==> src/rtl/zephyr_pkg.sv <==
// Shared zephyr constants and the program-loader state encoding.
// Used by the loader, the program RAM and the CPU.
package zephyr_pkg;

    localparam int ZEPHYR_DEPTH  = 16;
    localparam int ZEPHYR_ADDR_W = 4;
    localparam int ZEPHYR_DATA_W = 8;

    typedef enum logic [1:0] {
        ST_IDLE = 2'd0,
        ST_LOAD = 2'd1,
        ST_RUN  = 2'd2,
        ST_FAIL = 2'd3
    } loader_state_e;

endpackage

==> src/rtl/zephyr_loader_if.sv <==
// Byte-stream input and RAM write port of the zephyr program loader.
// The loader sits on the slave modport; host link and RAM sit on master.
interface zephyr_loader_if #(
    parameter int ADDR_W = 4,
    parameter int DATA_W = 8
) ();

    logic              IN_VALID;
    logic              IN_READY;
    logic [DATA_W-1:0] IN_DATA;
    logic              IN_LAST;
    logic              RAM_WE;
    logic [ADDR_W-1:0] RAM_ADDR;
    logic [DATA_W-1:0] RAM_WDATA;

    modport slave (
        input  IN_VALID, IN_DATA, IN_LAST,
        output IN_READY, RAM_WE, RAM_ADDR, RAM_WDATA
    );

    modport master (
        output IN_VALID, IN_DATA, IN_LAST,
        input  IN_READY, RAM_WE, RAM_ADDR, RAM_WDATA
    );

endinterface

==> src/rtl/zephyr_loader.sv <==
// Streams a program image into the zephyr RAM while holding the CPU in reset.
// Define ZEPHYR_LOADER_CHECKSUM_EN to require a trailing mod-2^DATA_W checksum byte.
module zephyr_loader
    import zephyr_pkg::*;
#(
    parameter int DEPTH  = ZEPHYR_DEPTH,
    parameter int ADDR_W = ZEPHYR_ADDR_W,
    parameter int DATA_W = ZEPHYR_DATA_W
) (
    input  logic              CLK,
    input  logic              RESET_N,
    input  logic              START,
    zephyr_loader_if.slave    bus,
    output logic              CPU_RESET,
    output logic              DONE,
    output logic              ERROR,
    output logic [ADDR_W:0]   COUNT
);

    loader_state_e     state_q, state_d;
    logic [ADDR_W:0]   count_q, count_d;
    logic              in_ready_q, in_ready_d;
    logic              ram_we_q, ram_we_d;
    logic [ADDR_W-1:0] ram_addr_q, ram_addr_d;
    logic [DATA_W-1:0] ram_wdata_q, ram_wdata_d;
    logic              cpu_reset_q, cpu_reset_d;
    logic              done_q, done_d;
    logic              hs;

`ifdef ZEPHYR_LOADER_CHECKSUM_EN
    localparam logic [ADDR_W:0] FULL_PTR = (ADDR_W+1)'(DEPTH);

    logic              error_q, error_d;
    logic [DATA_W-1:0] sum_q, sum_d;

    function automatic logic [DATA_W-1:0] csum_add(input logic [DATA_W-1:0] acc,
                                                   input logic [DATA_W-1:0] b);
        return acc + b;
    endfunction
`else
    localparam logic [ADDR_W:0] LAST_PTR = (ADDR_W+1)'(DEPTH - 1);
`endif

    // count_q doubles as the write pointer; it never exceeds DEPTH
    assign hs = bus.IN_VALID & in_ready_q;

    always_comb begin
        state_d     = state_q;
        count_d     = count_q;
        in_ready_d  = in_ready_q;
        ram_we_d    = 1'b0;
        ram_addr_d  = ram_addr_q;
        ram_wdata_d = ram_wdata_q;
        cpu_reset_d = cpu_reset_q;
        done_d      = done_q;
`ifdef ZEPHYR_LOADER_CHECKSUM_EN
        error_d     = error_q;
        sum_d       = sum_q;
`endif
        unique case (state_q)
            ST_IDLE: begin
                cpu_reset_d = 1'b1;
                if (START) begin
                    state_d    = ST_LOAD;
                    count_d    = '0;
                    in_ready_d = 1'b1;
`ifdef ZEPHYR_LOADER_CHECKSUM_EN
                    sum_d      = '0;
`endif
                end
            end
            ST_LOAD: begin
                cpu_reset_d = 1'b1;
                done_d      = 1'b0;
`ifdef ZEPHYR_LOADER_CHECKSUM_EN
                error_d     = 1'b0;
                if (hs) begin
                    if (bus.IN_LAST || count_q == FULL_PTR) begin
                        in_ready_d = 1'b0;
                        state_d    = (bus.IN_DATA == sum_q) ? ST_RUN : ST_FAIL;
                    end else begin
                        ram_we_d    = 1'b1;
                        ram_addr_d  = count_q[ADDR_W-1:0];
                        ram_wdata_d = bus.IN_DATA;
                        count_d     = count_q + 1'b1;
                        sum_d       = csum_add(sum_q, bus.IN_DATA);
                    end
                end
`else
                if (hs) begin
                    ram_we_d    = 1'b1;
                    ram_addr_d  = count_q[ADDR_W-1:0];
                    ram_wdata_d = bus.IN_DATA;
                    count_d     = count_q + 1'b1;
                    if (bus.IN_LAST || count_q == LAST_PTR) begin
                        in_ready_d = 1'b0;
                        state_d    = ST_RUN;
                    end
                end
`endif
            end
            ST_RUN: begin
                // CPU_RESET drops one cycle after entering RUN, i.e. after the last RAM_WE
                cpu_reset_d = 1'b0;
                done_d      = 1'b1;
                in_ready_d  = 1'b0;
                if (START) begin
                    state_d     = ST_LOAD;
                    count_d     = '0;
                    in_ready_d  = 1'b1;
                    cpu_reset_d = 1'b1;
                    done_d      = 1'b0;
`ifdef ZEPHYR_LOADER_CHECKSUM_EN
                    sum_d       = '0;
`endif
                end
            end
`ifdef ZEPHYR_LOADER_CHECKSUM_EN
            ST_FAIL: begin
                cpu_reset_d = 1'b1;
                error_d     = 1'b1;
                in_ready_d  = 1'b0;
                if (START) begin
                    state_d    = ST_LOAD;
                    count_d    = '0;
                    in_ready_d = 1'b1;
                    error_d    = 1'b0;
                    sum_d      = '0;
                end
            end
`endif
            default: begin
                state_d     = ST_IDLE;
                in_ready_d  = 1'b0;
                cpu_reset_d = 1'b1;
            end
        endcase
    end

    always_ff @(posedge CLK or negedge RESET_N) begin
        if (!RESET_N) begin
            state_q     <= ST_IDLE;
            count_q     <= '0;
            in_ready_q  <= 1'b0;
            ram_we_q    <= 1'b0;
            ram_addr_q  <= '0;
            ram_wdata_q <= '0;
            cpu_reset_q <= 1'b1;
            done_q      <= 1'b0;
`ifdef ZEPHYR_LOADER_CHECKSUM_EN
            error_q     <= 1'b0;
            sum_q       <= '0;
`endif
        end else begin
            state_q     <= state_d;
            count_q     <= count_d;
            in_ready_q  <= in_ready_d;
            ram_we_q    <= ram_we_d;
            ram_addr_q  <= ram_addr_d;
            ram_wdata_q <= ram_wdata_d;
            cpu_reset_q <= cpu_reset_d;
            done_q      <= done_d;
`ifdef ZEPHYR_LOADER_CHECKSUM_EN
            error_q     <= error_d;
            sum_q       <= sum_d;
`endif
        end
    end

    assign bus.IN_READY  = in_ready_q;
    assign bus.RAM_WE    = ram_we_q;
    assign bus.RAM_ADDR  = ram_addr_q;
    assign bus.RAM_WDATA = ram_wdata_q;
    assign CPU_RESET     = cpu_reset_q;
    assign DONE          = done_q;
    assign COUNT         = count_q;
`ifdef ZEPHYR_LOADER_CHECKSUM_EN
    assign ERROR         = error_q;
`else
    assign ERROR         = 1'b0;
`endif

endmodule

==> src/flat_wrapper.sv <==
// flat-port wrapper written by rule: the top's interface ports become plain ports
module zephyr_loader_flat import zephyr_pkg::*;
#(
    parameter int DEPTH  = ZEPHYR_DEPTH,
    parameter int ADDR_W = ZEPHYR_ADDR_W,
    parameter int DATA_W = ZEPHYR_DATA_W
)
  (CLK, RESET_N, START, CPU_RESET, DONE, ERROR, COUNT, bus_IN_VALID, bus_IN_DATA, bus_IN_LAST, bus_IN_READY, bus_RAM_WE, bus_RAM_ADDR, bus_RAM_WDATA);
  zephyr_loader_if #(.ADDR_W(ADDR_W), .DATA_W(DATA_W)) bus_i ();
  input  logic CLK;
  input  logic RESET_N;
  input  logic START;
  output logic CPU_RESET;
  output logic DONE;
  output logic ERROR;
  output logic [ADDR_W:0] COUNT;
  input wire logic [$bits(bus_i.IN_VALID)-1:0] bus_IN_VALID;
  input wire logic [$bits(bus_i.IN_DATA)-1:0] bus_IN_DATA;
  input wire logic [$bits(bus_i.IN_LAST)-1:0] bus_IN_LAST;
  output wire logic [$bits(bus_i.IN_READY)-1:0] bus_IN_READY;
  output wire logic [$bits(bus_i.RAM_WE)-1:0] bus_RAM_WE;
  output wire logic [$bits(bus_i.RAM_ADDR)-1:0] bus_RAM_ADDR;
  output wire logic [$bits(bus_i.RAM_WDATA)-1:0] bus_RAM_WDATA;
  assign bus_i.IN_VALID = bus_IN_VALID;
  assign bus_i.IN_DATA = bus_IN_DATA;
  assign bus_i.IN_LAST = bus_IN_LAST;
  assign bus_IN_READY = bus_i.IN_READY;
  assign bus_RAM_WE = bus_i.RAM_WE;
  assign bus_RAM_ADDR = bus_i.RAM_ADDR;
  assign bus_RAM_WDATA = bus_i.RAM_WDATA;
  zephyr_loader #(.DEPTH(DEPTH), .ADDR_W(ADDR_W), .DATA_W(DATA_W)) u_core (.CLK(CLK), .RESET_N(RESET_N), .START(START), .bus(bus_i), .CPU_RESET(CPU_RESET), .DONE(DONE), .ERROR(ERROR), .COUNT(COUNT));
endmodule
==> config.mk <==
export PLATFORM = sky130hd
export DESIGN_NAME = zephyr_loader_flat
export DESIGN_NICKNAME = d
export VERILOG_FILES = /design/src/rtl/zephyr_pkg.sv /design/src/rtl/zephyr_loader_if.sv /design/src/rtl/zephyr_loader.sv /design/src/flat_wrapper.sv
export SDC_FILE = /design/constraint.sdc
export NUM_CORES = 1
export LEC_CHECK = 0
export ABC_AREA = 1
export CAP_MARGIN = 20
export CORE_UTILIZATION = 44
export DETAILED_ROUTE_END_ITERATION = 6
export PLACE_DENSITY = 0.84
export SLEW_MARGIN = 20
export SYNTH_ARGS = -nofsm -noshare
export SYNTH_HDL_FRONTEND = slang
export SYNTH_SLANG_ARGS = --single-unit
==> constraint.sdc <==
create_clock -name CLK -period 1.8 [get_ports CLK]
set_clock_uncertainty 0.15 [all_clocks]
set_input_delay 0.27 -clock CLK [delete_from_list [all_inputs] [get_ports CLK]]
set_output_delay 0.27 -clock CLK [all_outputs]
set_load 0.1 [all_outputs]
# After elaboration in Yosys (flattened, before gate mapping)
# Index checks and enable logic that the tools add are counted.
# Widths: inputs -> output; s select.
[word_totals]
latch_bits = 0
elab_cells = 43
out_inout_bits = 22
romBits = 0
reg_bits = 23
inputBits = 13
memories = 0
mem_bits_rw = 0
[classes]
n_lt_le_gt_ge = 0
bitwise_logic = 1
eq_ne = 7
shifts = 0
reduce_logical = 9
n_mul = 0
div_mod_pow = 0
mux = 17
add_sub_neg = 1
[op_table]
columns = ["cell", "count"]
rows = [
  ["$mux 5", 2],
  ["$pmux 5 s2", 1],
  ["$reduce_and 3->1", 3],
  ["$mux 1", 8],
  ["$mux 2", 3],
  ["$ne 2x1->1 const B", 3],
  ["$add 5x1->5 const B", 1],
  ["$eq 5x4->1 const B", 1],
  ["$pmux 2 s2", 1],
  ["$reduce_bool 2->1", 2],
  ["$pmux 1 s3", 1],
  ["$eq 2x1->1 const B", 1],
  ["$eq 2x2->1 const B", 1],
  ["$logic_not 2->1", 1],
  ["$ne 2x2->1 const B", 1],
  ["$pmux 1 s2", 1],
  ["$reduce_and 2->1", 1],
  ["$reduce_or 2->1", 1],
  ["$and 1x1->1", 1],
  ["$logic_or 1x1->1", 1],
]

# Depth between registers and ports, before layout
# Gate-level depths: netlist of the first run.
[logic_depth]
ltp_word = 5
depth_mapped = 9
mapped_depth_nobuf = 9

# Least setup slack after synthesis of the first run
# OpenSTA, ideal clock, no wires.
[synth_timing]
path_type = "register -> register"
from = "register u_core.count_q[1] (netlist: u_core.COUNT[1])"
to = "register u_core.count_q[4] (netlist: u_core.COUNT[4])"
stages_incl_launch_ff = 7
n_path_buf = 0
arrival_time_ps = 2056
synth_period_minus_slack_ps = 2282
slack_ps = -482
setup_time_ps = 76
required_time_ps = 1574
cell_sequence = "dfrtp_1 ha_1 nand2_1 nor2_1 ha_1 or2_2 o21ai_1"
[synth_between]
elab_chain_len = 3
[synth_rtl]
columns = ["element", "line", "source"]
rows = [
  ["start, declared", "zephyr_loader.sv:21", "logic [ADDR_W:0] count_q, count_d;"],
  ["start signal, assigned", "zephyr_loader.sv:156", "count_q <= count_d;"],
  ["$add 5x1->5", "zephyr_loader.sv:94", "count_d = count_q + 1'b1;"],
  ["$mux 5", "zephyr_loader.sv:90", "if (hs) begin"],
  ["$pmux 5 s2", "zephyr_loader.sv:60", "unique case (state_q)"],
]
# Every way passes these cells. The select of a mux whose other input is x is not followed.
# A chain may end at the register's enable or synchronous reset.

# Final worst setup path of the first run
[layout_timing]
from = "register u_core.count_q[1] (netlist: u_core.COUNT[1])"
to = "register u_core.in_ready_q (netlist: u_core.bus.IN_READY)"
[layout_between]
elab_chain_len = 4
[layout_rtl]
columns = ["element", "line", "source"]
rows = [
  ["$eq 5x4->1", "zephyr_loader.sv:95", "if (bus.IN_LAST || count_q == LAST_PTR) begin"],
  ["$logic_or 1x1->1", "zephyr_loader.sv:95", ""],
  ["$ne 2x1->1 (no line)", "n/a", ""],
  ["$reduce_and 3->1 (no line)", "n/a", ""],
  ["end signal, assigned", "zephyr_loader.sv:157", "in_ready_q <= in_ready_d;"],
  ["end, declared", "zephyr_loader.sv:22", "logic in_ready_q, in_ready_d;"],
]
# Every way passes these cells.

==> results of run 1 <==
==> layout make-up <==
class / count / area [um^2]
clock buffers: 3 / 22.52
flip-flops and latches: 23 / 588.1
multi-input cells: 83 / 430.4
inverters: 11 / 41.29
well taps: 28 / 35.03
repair buffers: 37 / 570.5
fillers: 144 / 540.5
clock inverters: 1 / 5.005
==> synthesized netlist by cell type <==
| cell | count | area share (%) |
|---|---|---|
| buf_6 | 1 | 1.1 |
| a21oi_1 | 1 | 0.48 |
| inv_1 | 10 | 3.6 |
| dfstp_2 | 1 | 2.5 |
| o21ai_1 | 3 | 1.4 |
| nand3_1 | 4 | 1.9 |
| o21ai_0 | 5 | 2.4 |
| ha_1 | 5 | 6.0 |
| nor2_1 | 3 | 1.1 |
| o211ai_1 | 1 | 0.72 |
| conb_1 | 1 | 0.36 |
| nand2_1 | 53 | 19 |
| nand3_4 | 1 | 1.7 |
| buf_2 | 1 | 0.48 |
| inv_2 | 1 | 0.36 |
| dfrtp_1 | 22 | 52 |
| nand3_2 | 1 | 0.95 |
| nand4_1 | 2 | 1.2 |
| buf_4 | 1 | 0.72 |
| or2_2 | 2 | 1.2 |
| nand2_2 | 1 | 0.60 |
==> registers in the layout (all words and copies together), names as in the netlist <==
signal,flops
u_core.bus.RAM_ADDR,4
u_core.bus.RAM_WE,1
u_core.state_q,2
u_core.bus.IN_READY,1
u_core.COUNT,5
u_core.DONE,1
u_core.CPU_RESET,1
u_core.bus.RAM_WDATA,8
==> per-layer routing <==
| layer | up-vias | part of all wire (%) | global-route usage, % | wire length [um] |
|---|---|---|---|---|
| li1 | 449 | - | - | - |
| met5 | - | 0 | 0 | 0 |
| met4 | 0 | 1.6 | 8.333 | 40 |
| met1 | 418 | 43 | 22.33 | 1051 |
| met3 | 6 | 4.7 | 3.274 | 115 |
| met2 | 39 | 50 | 38.22 | 1223 |
==> worst register-to-register path, cell delays in order (launching register included) <==
cell and delay (ns):
dfrtp_4 0.53, ha_4 0.18, nand2_2 0.07, nor2_1 0.05
ha_1 0.20, nor2_1 0.13, nand2_1 0.13, o211ai_1 0.12
nand2_1 0.07, nand2_1 0.07
==> cell families after synthesis <==
logic type	synth area share [%]
simple gates	27.53
fa+ha+maj	5.959
compound gates	5.005
buf+inv	6.198
flops	54.95
other cells	0.3572
==> final timing paths <==
path	end	slack [ns]	cells after the start
setup / recovery	u_core.bus.IN_READY	0.05	9
min in group CLK	u_core.bus.RAM_WDATA[5]	0.33	3
setup reg to reg	u_core.bus.IN_READY	0.05	9
max in group asynchronous	u_core.CPU_RESET	1.06	2
hold / removal	u_core.COUNT[0]	0.15	2
hold reg to reg	u_core.bus.RAM_WDATA[5]	0.40	2
==> through the flow <==
stage	hold WS (ns)	util, %	instances	setup WS, ns
floorplan	-0.1756	-	120	0.001789
global placement	0.3608	73.67	180	0.1619
detailed placement	0.3777	73.67	180	0.07345
CTS	0.1625	74.90	184	0.05525
global route	0.1835	75.80	186	0.01083
finish	0.1478	75.80	186	0.04758
==> what timing repair did <==
| item | CTS | global route |
|---|---|---|
| setup buffers | 0 | 2 |
| gates resized for setup | 0 | 1 |
| endpoints found under the setup margin | 0 | 2 |
==> reports/summary.md, run 1 <==
• most frequent standard cell in the layout excluding fill and tap cells: nand2_1
• Routed wire per std cell: 13.07 um
• All-Layer GR Usage: 20.26%
• reg2reg start: u_core.COUNT[1]
• detailed-routing iteration count for the pre-antenna-repair pass: 5
• number of buffer and inverter stages on the critical path: 0
• number of placement rows: 17
• accumulated negative setup slack: 0 ns
• critical path class: register to register
• fraction of layout cells with a size suffix above 1: 27.85%
• antenna violations before repair: 0
• instance count of the mapped netlist: 120
• max-cap violations: 0
• number of diodes added for antenna fixing: 0
• most frequent cells in the layout: nand2_1, buf_12, dfrtp_1, clkdlybuf4s50_1, inv_1
• Finish-stage setup viols: 0
• final slew viol count: 0
• cts bufs inserted: 3
• die height: 50.85 um
• Area Overhead vs Synth: 61.26%
• required time reported for the critical path endpoint: 1.90 ns
• number of register bits inferred by synthesis: 23
• Nets: 177
• post-placement cell area: 0.001645 mm^2
• root buf cell: clkbuf_4
• IO Count: 35
• remaining antenna violation count: 0
• Routability Congestion: 0.8036
• post-synthesis cell type count: 21
• average instance area after synthesis: 8.748 um^2
• number of global-route vias before repair: 912
• number of nets produced by synthesis: 138
• maximum count of clock buffers along a single path: 2
• sum of routed wire length over all layers: 2431 um
• Post-CTS Hold Buffers: 0
• number of input and output port buffers inserted: 33
• Residual DRC: 0
• crit end category: register
• register clock-pin slew on the reported worst setup and hold paths: 0.13 ns
• Die X-Extent: 50.85 um
• ordered list of cells on the worst path: ha_4, nand2_2, nor2_1, ha_1, nor2_1, nand2_1, o211ai_1, nand2_1, nand2_1
• unrepaired setup endpoints after global routing: false
• final std cell area, no fill: 0.001693 mm^2
• arrival time of the worst setup path: 1.86 ns
• Mapped Area: 0.001050 mm^2
• cell family contributing the most delay on the critical path: flip-flops
• Core Region: 0.002233 mm^2
• # H-tree levels: 1
• Hold WC Path Type: input pin to async pin
• half-perimeter wire length after placement: 1847 um
• largest net degree at the start of global routing: 24
• final count of hold timing violations: 0
• stage delay of the slowest cell on the critical path: 0.53 ns
• Tmin final: 1.752 ns
• clock latency on the worst-skew pair: 0.31 ns
• wire length of the first global-routing pass: 3850 um
• share of synthesized area occupied by flip-flops and latches: 54.95%
• CP startpoint kind: register
• effective utilization at floorplan: 47.00%
• via-per-instance ratio: 4.903
• status: complete, no violations
• worst setup path startpoint: u_core.COUNT[1]
• Congestion Overflow GR: 0
• YS warnings: 0
• clock sink count: 23
• TritonCTS clock tree: built
• achievable frequency: 570.6 MHz
• cell with the largest stage delay on the worst path: dfrtp_4
• peak fanout along the critical path: 3
• Die Outline Area: 0.002585 mm^2
• initial drt markers: 27
• vias after detailed routing: 912
• crit share post-route: 97.36%
• cell type with the highest occurrence count on the critical path: nand2_1
Power of run 1 is not shown: default switching activity piles up to over one toggle a cycle in this logic, so the estimate is an artifact.
==> run 2: changes to the inputs <==
--- a/config.mk
+++ b/config.mk
@@ -8,6 +8,7 @@
 export ABC_AREA = 1
 export CAP_MARGIN = 20
 export CORE_UTILIZATION = 44
+export CTS_CLUSTER_DIAMETER = 80
 export DETAILED_ROUTE_END_ITERATION = 6
 export PLACE_DENSITY = 0.84
 export SLEW_MARGIN = 20
==> results of run 2 <==
Same layout as run 1: the final DEF is identical, and so are final timing and power.
Power of run 2 is left out for the same reason.
==> run 3: changes to the inputs <==
--- a/config.mk
+++ b/config.mk
@@ -7,10 +7,11 @@
 export LEC_CHECK = 0
 export ABC_AREA = 1
 export CAP_MARGIN = 20
-export CORE_UTILIZATION = 44
+export CORE_UTILIZATION = 29
 export CTS_CLUSTER_DIAMETER = 80
 export DETAILED_ROUTE_END_ITERATION = 6
-export PLACE_DENSITY = 0.84
+export PLACE_DENSITY = 0.62
+export SKIP_LAST_GASP = 1
 export SLEW_MARGIN = 20
 export SYNTH_ARGS = -nofsm -noshare
 export SYNTH_HDL_FRONTEND = slang
==> reports/summary.md, run 3 (synthesis results as in run 1) <==
• status: complete, no violations, unchanged
• vias after detailed routing: 880, was 912
• IO Count: 35, unchanged
• worst setup slack for register-to-register paths: 0.09 ns, was 0.05 ns
• Congestion Overflow GR: 0, unchanged
• flip-flop count of the largest register, all copies and words added: 8, unchanged
• number of diodes added for antenna fixing: 0, unchanged
• cell family contributing the most delay on the critical path: flip-flops, unchanged
• crit share post-route: 94.93%, was 97.36%
• clock sink count: 23, unchanged
• peak fanout along the critical path: 6, was 3
• Core Region: 0.003390 mm^2, was 0.002233 mm^2
• Post-CTS Hold Buffers: 0, unchanged
• fraction of layout cells with a size suffix above 1: 26.28%, was 27.85%
• Routability Congestion: 0.7604, was 0.8036
• path depth of the worst reg2reg path: 6, was 9
• Residual DRC: 0, unchanged
• Nets: 175, was 177
• worst setup path startpoint: u_core.COUNT[1], unchanged
• required time reported for the critical path endpoint: 1.89 ns, was 1.90 ns
• Die X-Extent: 62.17 um, was 50.85 um
• initial drt markers: 29, was 27
• Die Outline Area: 0.003864 mm^2, was 0.002585 mm^2
• PostCTS Resize Cnt: 0, unchanged
• Filler Cells Inserted: 295, was 144
• effective utilization at floorplan: 30.97%, was 47.00%
• stage delay of the slowest cell on the critical path: 0.55 ns, was 0.53 ns
• wire length of the first global-routing pass: 3933 um, was 3850 um
• clock latency on the worst-skew pair: 0.31 ns, about the same
• unrepaired setup endpoints after global routing: false, unchanged
• # H-tree levels: 1, unchanged
• cell with the largest stage delay on the worst path: dfrtp_4, unchanged
• number of placement rows: 21, was 17
• half-perimeter wire length after placement: 1771 um, was 1847 um
• cts bufs inserted: 3, unchanged
• die height: 62.17 um, was 50.85 um
• accumulated negative setup slack: 0 ns, unchanged
• register clock-pin slew on the reported worst setup and hold paths: 0.14 ns, was 0.13 ns
• CP startpoint kind: register, unchanged
• ordered list of cells on the worst path: ha_4, nand2_2, nor2_1, ha_1, or2_4, o21ai_1, was ha_4, nand2_2, nor2_1, ha_1, nor2_1, nand2_1, o211ai_1, nand2_1, nand2_1
• most frequent cells in the layout: nand2_1, buf_12, dfrtp_1, clkdlybuf4s50_1, inv_1, unchanged
• endpoint of the worst-slack reg-to-reg timing path: u_core.COUNT[4], was u_core.bus.IN_READY
• number of input and output port buffers inserted: 33, unchanged
• number of buffers added for setup after CTS: 0, unchanged
• final count of hold timing violations: 0, unchanged
• reg2reg start: u_core.COUNT[1], unchanged
• Critical Path Sink: u_core.COUNT[4], was u_core.bus.IN_READY
• Hold WC Path Type: input pin to async pin, unchanged
• largest net degree at the start of global routing: 24, unchanged
• Area Overhead vs Synth: 61.74%, was 61.26%
• remaining antenna violation count: 0, unchanged
• detailed-routing iteration count for the pre-antenna-repair pass: 4, was 5
• maximum count of clock buffers along a single path: 2, unchanged
• root buf cell: clkbuf_4, unchanged
• number of buffer and inverter stages on the critical path: 0, unchanged
• Finish-stage setup viols: 0, unchanged
• critical path class: register to register, unchanged
• achievable frequency: 585.2 MHz, was 570.6 MHz
• crit end category: register, unchanged
• All-Layer GR Usage: 12.47%, was 20.26%
• most frequent standard cell in the layout excluding fill and tap cells: nand2_1, unchanged
• critical path depth in cells: 6, was 9
• TritonCTS clock tree: built, unchanged
• max-cap violations: 0, unchanged
• final slew viol count: 0, unchanged
• Tmin final: 1.709 ns, was 1.752 ns
• arrival time of the worst setup path: 1.80 ns, was 1.86 ns
• via-per-instance ratio: 4.356, was 4.903
• Routed wire per std cell: 11.23 um, was 13.07 um
• antenna violations before repair: 0, unchanged
• number of global-route vias before repair: 843, was 912
• sum of routed wire length over all layers: 2269 um, was 2431 um
[run 3: cell count changes in the layout (fill, tap and decap cells not counted)]
cell / before / now
clkinvlp_4: 0 / 1
clkinv_2: 1 / 0
buf_4: 4 / 2
nand3_1: 3 / 4
nand3_2: 2 / 1
[run 3: per-layer routing]
| metal | wire (um) | global-route usage, % | share of wire [%] | vias up |
|---|---|---|---|---|
| met5 | 0 | 0 | 0 | - |
| met1 | 1005 | 16.71 | 44 | 401 |
| met2 | 1118 | 20.60 | 49 | 33 |
| met4 | 8 | 2.326 | 0.35 | 0 |
| met3 | 137 | 2.941 | 6.0 | 2 |
| li1 | - | - | - | 444 |
[run 3: through the flow]
stage	std cells	setup slack [ns]	util (%)	hold slack, ns	instance area, um^2
after detailed placement	198	0.09759	49.21	0.3780	1668
after floorplan	120	0.001789	-	-0.1756	1079
final	202	0.09118	50.09	0.1508	1698
after global routing	202	0.03296	50.09	0.1703	1698
after CTS	202	0.08348	50.09	0.1701	1698
after global placement	198	0.1535	49.21	0.3674	1668
[run 3: worst min-delay path by stage]
stage                         endpoint  slack [ns]  cells after the start                    start
3_5_place_dp   u_core.bus.RAM_WDATA[2]        0.38                      2  u_core.bus.RAM_WDATA[2]
2_1_floorplan          u_core.COUNT[2]       -0.18                      0                  RESET_N
5_1_grt        u_core.bus.RAM_WDATA[6]        0.17                      2                  RESET_N
6_report       u_core.bus.RAM_WDATA[2]        0.15                      2                  RESET_N
3_3_place_gp         u_core.state_q[0]        0.37                      2        u_core.state_q[0]
4_1_cts        u_core.bus.RAM_WDATA[2]        0.17                      2                  RESET_N
[run 3: layout make-up]
class                      instances  area, um^2  area share (%)
clock buffer                       3       22.52           1.326
clock inverter                     1       7.507          0.4422
inverter                          11       41.29           2.432
multi-input combinational         83       425.4           25.06
sequential                        23       588.1           34.64
tap                               46       57.56           3.390
timing repair buffer              35       555.5           32.72
Power of run 3 is left out for the same reason.
